<file path="config.mk">
export PLATFORM = sky130hd
export DESIGN_NAME = ili9341_bus_arbiter
export DESIGN_NICKNAME = d
export VERILOG_FILES = /design/src/rtl/ili9341_bus_arbiter.sv
export SDC_FILE = /design/constraint.sdc
export NUM_CORES = 1
export LEC_CHECK = 0
export CAP_MARGIN = 20
export CORE_MARGIN = 1.5
export CORE_UTILIZATION = 40
export DETAILED_ROUTE_END_ITERATION = 6
export PLACE_DENSITY_LB_ADDON = 0.12
export SKIP_CTS_REPAIR_TIMING = 1
export SLEW_MARGIN = 5
export SYNTH_ARGS = -nofsm -noshare
export SYNTH_HDL_FRONTEND = slang
export SYNTH_SLANG_ARGS = --single-unit
export TNS_END_PERCENT = 100
</file>
<file path="constraint.sdc">
create_clock -name clk -period 2.1 [get_ports clk]
set_clock_uncertainty 0.15 [all_clocks]
set_input_delay 0.42 -clock clk [delete_from_list [all_inputs] [get_ports clk]]
set_output_delay 0.42 -clock clk [all_outputs]
set_load 0.01 [all_outputs]
</file>
<file path="src/rtl/ili9341_bus_arbiter.sv">
// ILI9341 8080-I parallel bus arbiter.
// Shares one 8-bit write-only TFT bus between a command/parameter stream and
// an RGB565 pixel stream. Commands win ties. A multi-byte command holds the
// bus (lock) until its final byte. Chip select stays asserted for a short idle
// window after each transfer so that back-to-back traffic needs no CS cycling.
module ili9341_bus_arbiter #(
  parameter int WR_LOW_CYCLES  = 2,  // clocks WR is held low per byte (>= 1)
  parameter int WR_HIGH_CYCLES = 2,  // clocks WR is held high after each byte (>= 1)
  parameter int CS_IDLE_CYCLES = 8   // idle clocks in HOLD before CS is released (>= 1)
) (
  input  logic        clk,
  input  logic        reset_n,
  input  logic        cmdValid,
  input  logic [8:0]  cmdByte,
  input  logic        cmdLast,
  output logic        cmdReady,
  input  logic        pixelValid,
  input  logic [15:0] pixelDataIn,
  output logic        pixelReady,
  output logic [7:0]  tftParallelPort,
  output logic        tftChipSelect,
  output logic        tftWriteEnable,
  output logic        tftDataCmd,
  output logic        busy
);

  typedef enum logic [2:0] {
    IDLE,
    SETUP,
    WR_LOW,
    WR_HIGH,
    HOLD
  } state_t;

  // One phase counter serves both WR strobe phases, so size it for the longer.
  localparam int PHASE_MAX = (WR_LOW_CYCLES > WR_HIGH_CYCLES) ? WR_LOW_CYCLES : WR_HIGH_CYCLES;
  localparam int PHASE_W   = $clog2(PHASE_MAX + 1);
  localparam int IDLE_W    = $clog2(CS_IDLE_CYCLES + 1);

  localparam logic [PHASE_W-1:0] LOW_LAST  = PHASE_W'(WR_LOW_CYCLES - 1);
  localparam logic [PHASE_W-1:0] HIGH_LAST = PHASE_W'(WR_HIGH_CYCLES - 1);
  localparam logic [IDLE_W-1:0]  IDLE_LAST = IDLE_W'(CS_IDLE_CYCLES - 1);

  state_t               state, stateNext;
  logic [PHASE_W-1:0]   phaseCnt, phaseNext;
  logic [IDLE_W-1:0]    idleCnt, idleNext;
  logic                 lock, lockNext;
  logic [7:0]           portReg, portNext;
  logic                 dcReg, dcNext;
  logic [7:0]           lsbByte, lsbNext;
  logic                 lsbPending, pendingNext;
  logic                 csReg, wrReg;
  logic                 arbWindow, cmdGrant, pixelGrant;

  // Arbitration: only in IDLE/HOLD, command has priority, lock shuts out pixels.
  always_comb begin
    arbWindow  = (state == IDLE) || (state == HOLD);
    // NOTE: the grants are combinational and feed the ready outputs directly,
    // so they are gated with reset_n to keep both readies low during reset.
    cmdGrant   = reset_n && arbWindow && cmdValid;
    pixelGrant = reset_n && arbWindow && pixelValid && !cmdValid && !lock;
  end

  // Next-state and datapath-next logic for the transfer sequencer.
  always_comb begin
    // NOTE: every variable gets its hold value first so no path leaves one
    // unassigned, which would otherwise infer a latch.
    stateNext   = state;
    phaseNext   = phaseCnt;
    idleNext    = idleCnt;
    lockNext    = lock;
    portNext    = portReg;
    dcNext      = dcReg;
    lsbNext     = lsbByte;
    pendingNext = lsbPending;

    unique case (state)
      IDLE, HOLD: begin
        if (cmdGrant) begin
          stateNext   = SETUP;
          portNext    = cmdByte[7:0];
          dcNext      = cmdByte[8];
          lockNext    = !cmdLast;
          pendingNext = 1'b0;
        end else if (pixelGrant) begin
          stateNext   = SETUP;
          portNext    = pixelDataIn[15:8];
          dcNext      = 1'b1;
          lsbNext     = pixelDataIn[7:0];
          pendingNext = 1'b1;
        end else if (state == HOLD && !lock) begin
          if (idleCnt == IDLE_LAST) begin
            stateNext = IDLE;
            idleNext  = '0;
          end else begin
            idleNext = idleCnt + 1'b1;
          end
        end
      end

      SETUP: begin
        stateNext = WR_LOW;
        phaseNext = '0;
      end

      WR_LOW: begin
        if (phaseCnt == LOW_LAST) begin
          stateNext = WR_HIGH;
          phaseNext = '0;
        end else begin
          phaseNext = phaseCnt + 1'b1;
        end
      end

      WR_HIGH: begin
        if (phaseCnt == HIGH_LAST) begin
          phaseNext = '0;
          if (lsbPending) begin
            // Second half of a pixel goes straight out; a pixel is never split.
            stateNext   = SETUP;
            portNext    = lsbByte;
            pendingNext = 1'b0;
          end else begin
            stateNext = HOLD;
            idleNext  = '0;
          end
        end else begin
          phaseNext = phaseCnt + 1'b1;
        end
      end

      default: stateNext = IDLE;
    endcase
  end

  // State and datapath registers, asynchronously cleared.
  always_ff @(posedge clk or negedge reset_n) begin
    if (!reset_n) begin
      state      <= IDLE;
      phaseCnt   <= '0;
      idleCnt    <= '0;
      lock       <= 1'b0;
      portReg    <= 8'h00;
      dcReg      <= 1'b1;
      lsbByte    <= 8'h00;
      lsbPending <= 1'b0;
      csReg      <= 1'b1;
      wrReg      <= 1'b1;
    end else begin
      // NOTE: non-blocking assignments throughout, so every register samples
      // the pre-edge values computed by the combinational block.
      state      <= stateNext;
      phaseCnt   <= phaseNext;
      idleCnt    <= idleNext;
      lock       <= lockNext;
      portReg    <= portNext;
      dcReg      <= dcNext;
      lsbByte    <= lsbNext;
      lsbPending <= pendingNext;
      // NOTE: CS and WR are registered from the next state rather than decoded
      // from the state vector, so the panel strobes cannot glitch.
      csReg      <= (stateNext == IDLE);
      wrReg      <= (stateNext != WR_LOW);
    end
  end

  // Output mapping.
  always_comb begin
    cmdReady        = cmdGrant;
    pixelReady      = pixelGrant;
    tftParallelPort = portReg;
    tftDataCmd      = dcReg;
    tftChipSelect   = csReg;
    tftWriteEnable  = wrReg;
    busy            = (state != IDLE);
  end

endmodule

</file>
# Yosys cells after proc, flatten, opt, wreduce, memory -nomap -nowiden
# Index checks and enable logic that the tools add are counted.
dict set report word_totals {
  register_bits 30
  input_bits 30
  output_inout_bits 14
  wordCells 78
}
dict set report classes {
  n_addsub 2
  eq_ne 14
  mux 27
  bitwise 1
  n_reduce_logical 24
}
# operator n
set op_table {}
lappend op_table {{$mux 8} 4}
lappend op_table {{$mux 4} 6}
lappend op_table {{$mux 3} 7}
lappend op_table {{$pmux 8 s2} 1}
lappend op_table {{$ne 2x2->1 const B} 6}
lappend op_table {{$pmux 3 s4} 1}
lappend op_table {{$pmux 4 s2} 1}
lappend op_table {{$eq 3x2->1 const B} 2}
lappend op_table {{$logic_and 1x1->1} 6}
lappend op_table {{$logic_not 3->1} 2}
lappend op_table {{$reduce_and 3->1} 2}
lappend op_table {{$reduce_and 6->1} 1}
lappend op_table {{$reduce_bool 2->1} 3}
lappend op_table {{$add 4x1->4 const B} 1}
lappend op_table {{$eq 4x3->1 const B} 1}
lappend op_table {{$mux 1} 4}
lappend op_table {{$pmux 2 s2} 1}
lappend op_table {{$reduce_and 2->1} 2}
lappend op_table {{$reduce_and 4->1} 1}
lappend op_table {{$reduce_or 2->1} 2}
lappend op_table {{$eq 3x1->1 const B} 1}
lappend op_table {{$eq 3x3->1 const B} 1}
lappend op_table {{$logic_not 1->1} 3}
lappend op_table {{$ne 3x2->1 const B} 1}
lappend op_table {{8 further kinds} 8}

# Longest topological paths before layout
dict set report logic_depth {
  word_depth 10
  depth_mapped 6
  ltp_nobuf 5
}

# Least setup slack after synthesis
# No wires, ideal clock.
dict set report synth_timing {
  kind {register to register}
  from {register state[1]}
  to {register portReg[0] (netlist: tftParallelPort[0])}
  arrival_ns 1.468
  required_time_ns 1.825
  setup_slack_ns 0.357
  stages_incl_launch_ff 6
  n_path_buf 1
  synth_period_minus_slack_ns 1.743
  path_cell_list {dfrtp_1 and4bb_2 buf_4 mux2i_1 a21oi_1 mux2_4}
}
# element line_no
set synth_lines {}
lappend synth_lines {{start: declaration} 44} ;# state_t state, stateNext;
lappend synth_lines {{start signal: assignment} 152} ;# state <= stateNext;
lappend synth_lines {{$eq 3x3->1 or $logic_not 3->1 (tied branches)} 57} ;# arbWindow = (state == IDLE) || (state == HOLD);
lappend synth_lines {{$logic_or 1x1->1 *} 57}
lappend synth_lines {{$logic_and 1x1->1 * (2 in series)} 60} ;# cmdGrant = reset_n && arbWindow && cmdValid;
lappend synth_lines {{via cmdReady} 16} ;# output logic cmdReady,
lappend synth_lines {{$ne 3x3->1 (no line) or $mux 8 (tied branches)} --}
lappend synth_lines {{$reduce_and 4->1 (no line) or $pmux 8 s2 (tied branches)} --}
lappend synth_lines {{end signal: assignment} 156} ;# portReg <= portNext;
lappend synth_lines {{end: declaration} 48} ;# logic [7:0] portReg, portNext;
# The timed path passes the listed nets; every way through them passes the cells marked *.
# A chain may end at the register's enable or synchronous reset.

# Worst setup path after layout
dict set report layout_timing {
  from {input pixelValid}
  to {output pixelReady}
}
dict set report layout_via {
  elab_chain_cells 3
}
# element line_no
set layout_rtl {}
lappend layout_rtl {{start: declaration} 17} ;# input logic pixelValid,
lappend layout_rtl {{$logic_and 1x1->1 (3 in series)} 61} ;# pixelGrant = reset_n && arbWindow && pixelValid && !cmdValid && !lock;
lappend layout_rtl {{end: declaration} 19} ;# output logic pixelReady,
# No other way between the ends.

==> flow_summary.json <==
{
  "status": "complete, no violations",
  "pre_cts_ws_ns": -0.319,
  "synth_top_cells_by_count": "dfrtp_1, nor2_1, a21oi_1",
  "wire_per_inst_um": 14.2,
  "clock_latency_ns": 0.28,
  "core_area_sq_um": 3740,
  "syn_nets": 169,
  "path_class": "in -> out",
  "async_flop_share": 1.00,
  "fin_ws_ns": 0.111,
  "yosysWarnings": 0,
  "synth-seq-cells": 30,
  "drv_slew": 0,
  "crit_fanout": 2,
  "grt.overflow.total": 0,
  "vias": 1252,
  "ir_drop_uv": 596,
  "initial_utilization": 0.423,
  "synth_area_leaders": "dfrtp_1, mux2_4, mux2i_1",
  "crit_path_start_kind": "input port",
  "die_x_um": 65.9,
  "rows": 22,
  "setup_violations": 0,
  "powerDensity_nw_per_um2": 1290,
  "maxCapViolCount": 0,
  "instances_no_fill": 244,
  "crit_arrival_ns": 1.42,
  "dr.pass1.iters": 4,
  "antenna_found_initial": 0,
  "cp_data_required_time_ns": 1.53,
  "cts.clk_slew.worst_paths_ns": 0.06,
  "drive_above_1_share": 0.260,
  "ys_seq_area_frac": 0.477,
  "netlist_area_sq_um": 1580,
  "grt_max_degree": 19,
  "period_share": 0.947,
  "worstRegToRegCells": 5,
  "htreeDepth": 2,
  "grt_pass1_wl_mm": 5.92,
  "nNetsFinal": 226,
  "regToRegSetupSlack_ns": 0.24,
  "hold_ws_ns": 0.0532,
  "clk_path_buf_depth": 2,
  "worst_pin_slew_ns": 0.374,
  "fmax_mhz": 503,
  "finalPower_mw": 2.88,
  "routed_via_density": 5.13,
  "post-synth-top-count-cell": "dfrtp_1",
  "ant_nets": 0,
  "reg2reg_from": "state[1]",
  "synth-edff-count": 0,
  "cts_buffers": 5,
  "cts_tree": "built",
  "r2r-end": "tftParallelPort[6]",
  "ys_types": 44,
  "synth-main-ff-cell": "dfrtp_1",
  "die_h_um": 65.9,
  "ios": 44,
  "clock-root-buffer": "clkbuf_8",
  "drtIter0Drc": 40,
  "diodes": 0,
  "hold_viol": 0,
  "grt_usage": 0.183,
  "dp_hpwl_mm": 2.67,
  "cts.sinks": 30,
  "min_period_ns": 1.99,
  "gp_congestion": 0.749,
  "hp-class": "in -> async",
  "io_buffer_count": 43,
  "syn_inst": 138,
  "drcViolationCount": 0,
  "drt_wl_total_mm": 3.47,
  "p_leak_nw": 1.03,
  "slew_headroom": 0.748,
  "syn_area_per_cell_sq_um": 11.5,
  "die_area_sq_um": 4340,
  "dp.cells": 236,
  "cp-end-kind": "output pin",
  "yosys.area.top_type": "dfrtp_1",
  "final_util": 0.597,
  "n_fill_cell": 340,
  "rsz0062_at_grt": "false",
  "first_global_vias": 1308,
  "area_delta_synth_final_pct": 41.2,
  "yosysTopAreaCellShare": 0.427
}
==> through the flow <==
stage | instance area, sq um | setup TNS [ns]
5_1_grt | 2230 | 0
4_1_cts | 2220 | -0.676
3_5_place_dp | 2120 | -2.80
3_3_place_gp | 2120 | -2.46
2_1_floorplan | 1580 | 0
6_report | 2230 | 0
==> critical path, cell delays in order <==
cell	delay, ns
clkdlybuf4s50_1	0.49
nor2b_4	0.16
nand4b_2	0.13
inv_1	0.07
dlymetal6s2s_1	0.15
==> cells by family after synthesis <==
| family | count (synthesis) | synth area share |
|---|---|---|
| AND/OR/NAND/NOR | 46 | 0.178 |
| multiplexers | 25 | 0.190 |
| adder cells (fa/ha/maj) | 1 | 0.00790 |
| flip-flops | 30 | 0.477 |
| AO/OA/AOI/OAI | 28 | 0.114 |
| buffers and inverters | 8 | 0.0340 |
==> routing by layer <==
| layer | global-route usage | wire (um) | share of wire | vias to the layer above |
|---|---|---|---|---|
| met2 | 0.308 | 1730 | 0.50 | 35 |
| met1 | 0.218 | 1480 | 0.43 | 605 |
| met3 | 0.0494 | 203 | 0.059 | 5 |
| li1 | - | - | - | 607 |
| met4 | 0.0781 | 48 | 0.014 | 0 |
| met5 | 0 | 0 | 0 | - |
==> final cells by class <==
cell class / count / area, sq um / area share
clock inverters: 1 / 5.00 / 0.00224
clock buffers: 7 / 86.3 / 0.0386
repair buffers: 56 / 538 / 0.241
inverters: 2 / 7.51 / 0.00336
flip-flops and latches: 30 / 756 / 0.338
well taps: 48 / 60.1 / 0.0269
multi-input cells: 100 / 782 / 0.350
==> placed cells by master, fill, tap and decap left out, drive strengths merged, types with 3 or more instances in the layout <==
cell,count
nand2,5
nor2,16
nor2b,3
mux2i,9
mux2,16
dlymetal6s2s,4
dfrtp,27
o31ai,3
or2,3
o21ai,5
buf,13
clkdlybuf4s50,39
dfstp,3
a21oi,12
clkbuf,7
==> flip-flops by register name, summed over array words and instances (netlist names), 2 cells and up <==
register         flops
idleCnt              4
lsbByte              8
state                3
phaseCnt             2
tftParallelPort      8
==> report_power, final <==
group / leakage (nW) / switching (mW) / total [mW] / internal [mW]
registers: 0.362 / 0.200 / 1.05 / 0.854
logic: 0.617 / 0.578 / 1.36 / 0.781
clock network: 0.0482 / 0.206 / 0.470 / 0.264
total: 1.03 / 0.985 / 2.88 / 1.90
==> worst max-delay path by stage <==
stage	startpoint	end	slack, ns	depth (start not counted)
3_3_place_gp	pixelValid	pixelReady	-0.34	5
4_1_cts	pixelValid	pixelReady	-0.34	5
2_1_floorplan	state[1]	tftParallelPort[0]	0.36	5
5_1_grt	cmdValid	tftParallelPort[6]	0.04	6
6_report	pixelValid	pixelReady	0.11	5
3_5_place_dp	pixelValid	pixelReady	-0.32	5
(Power assumes the default switching activity.)
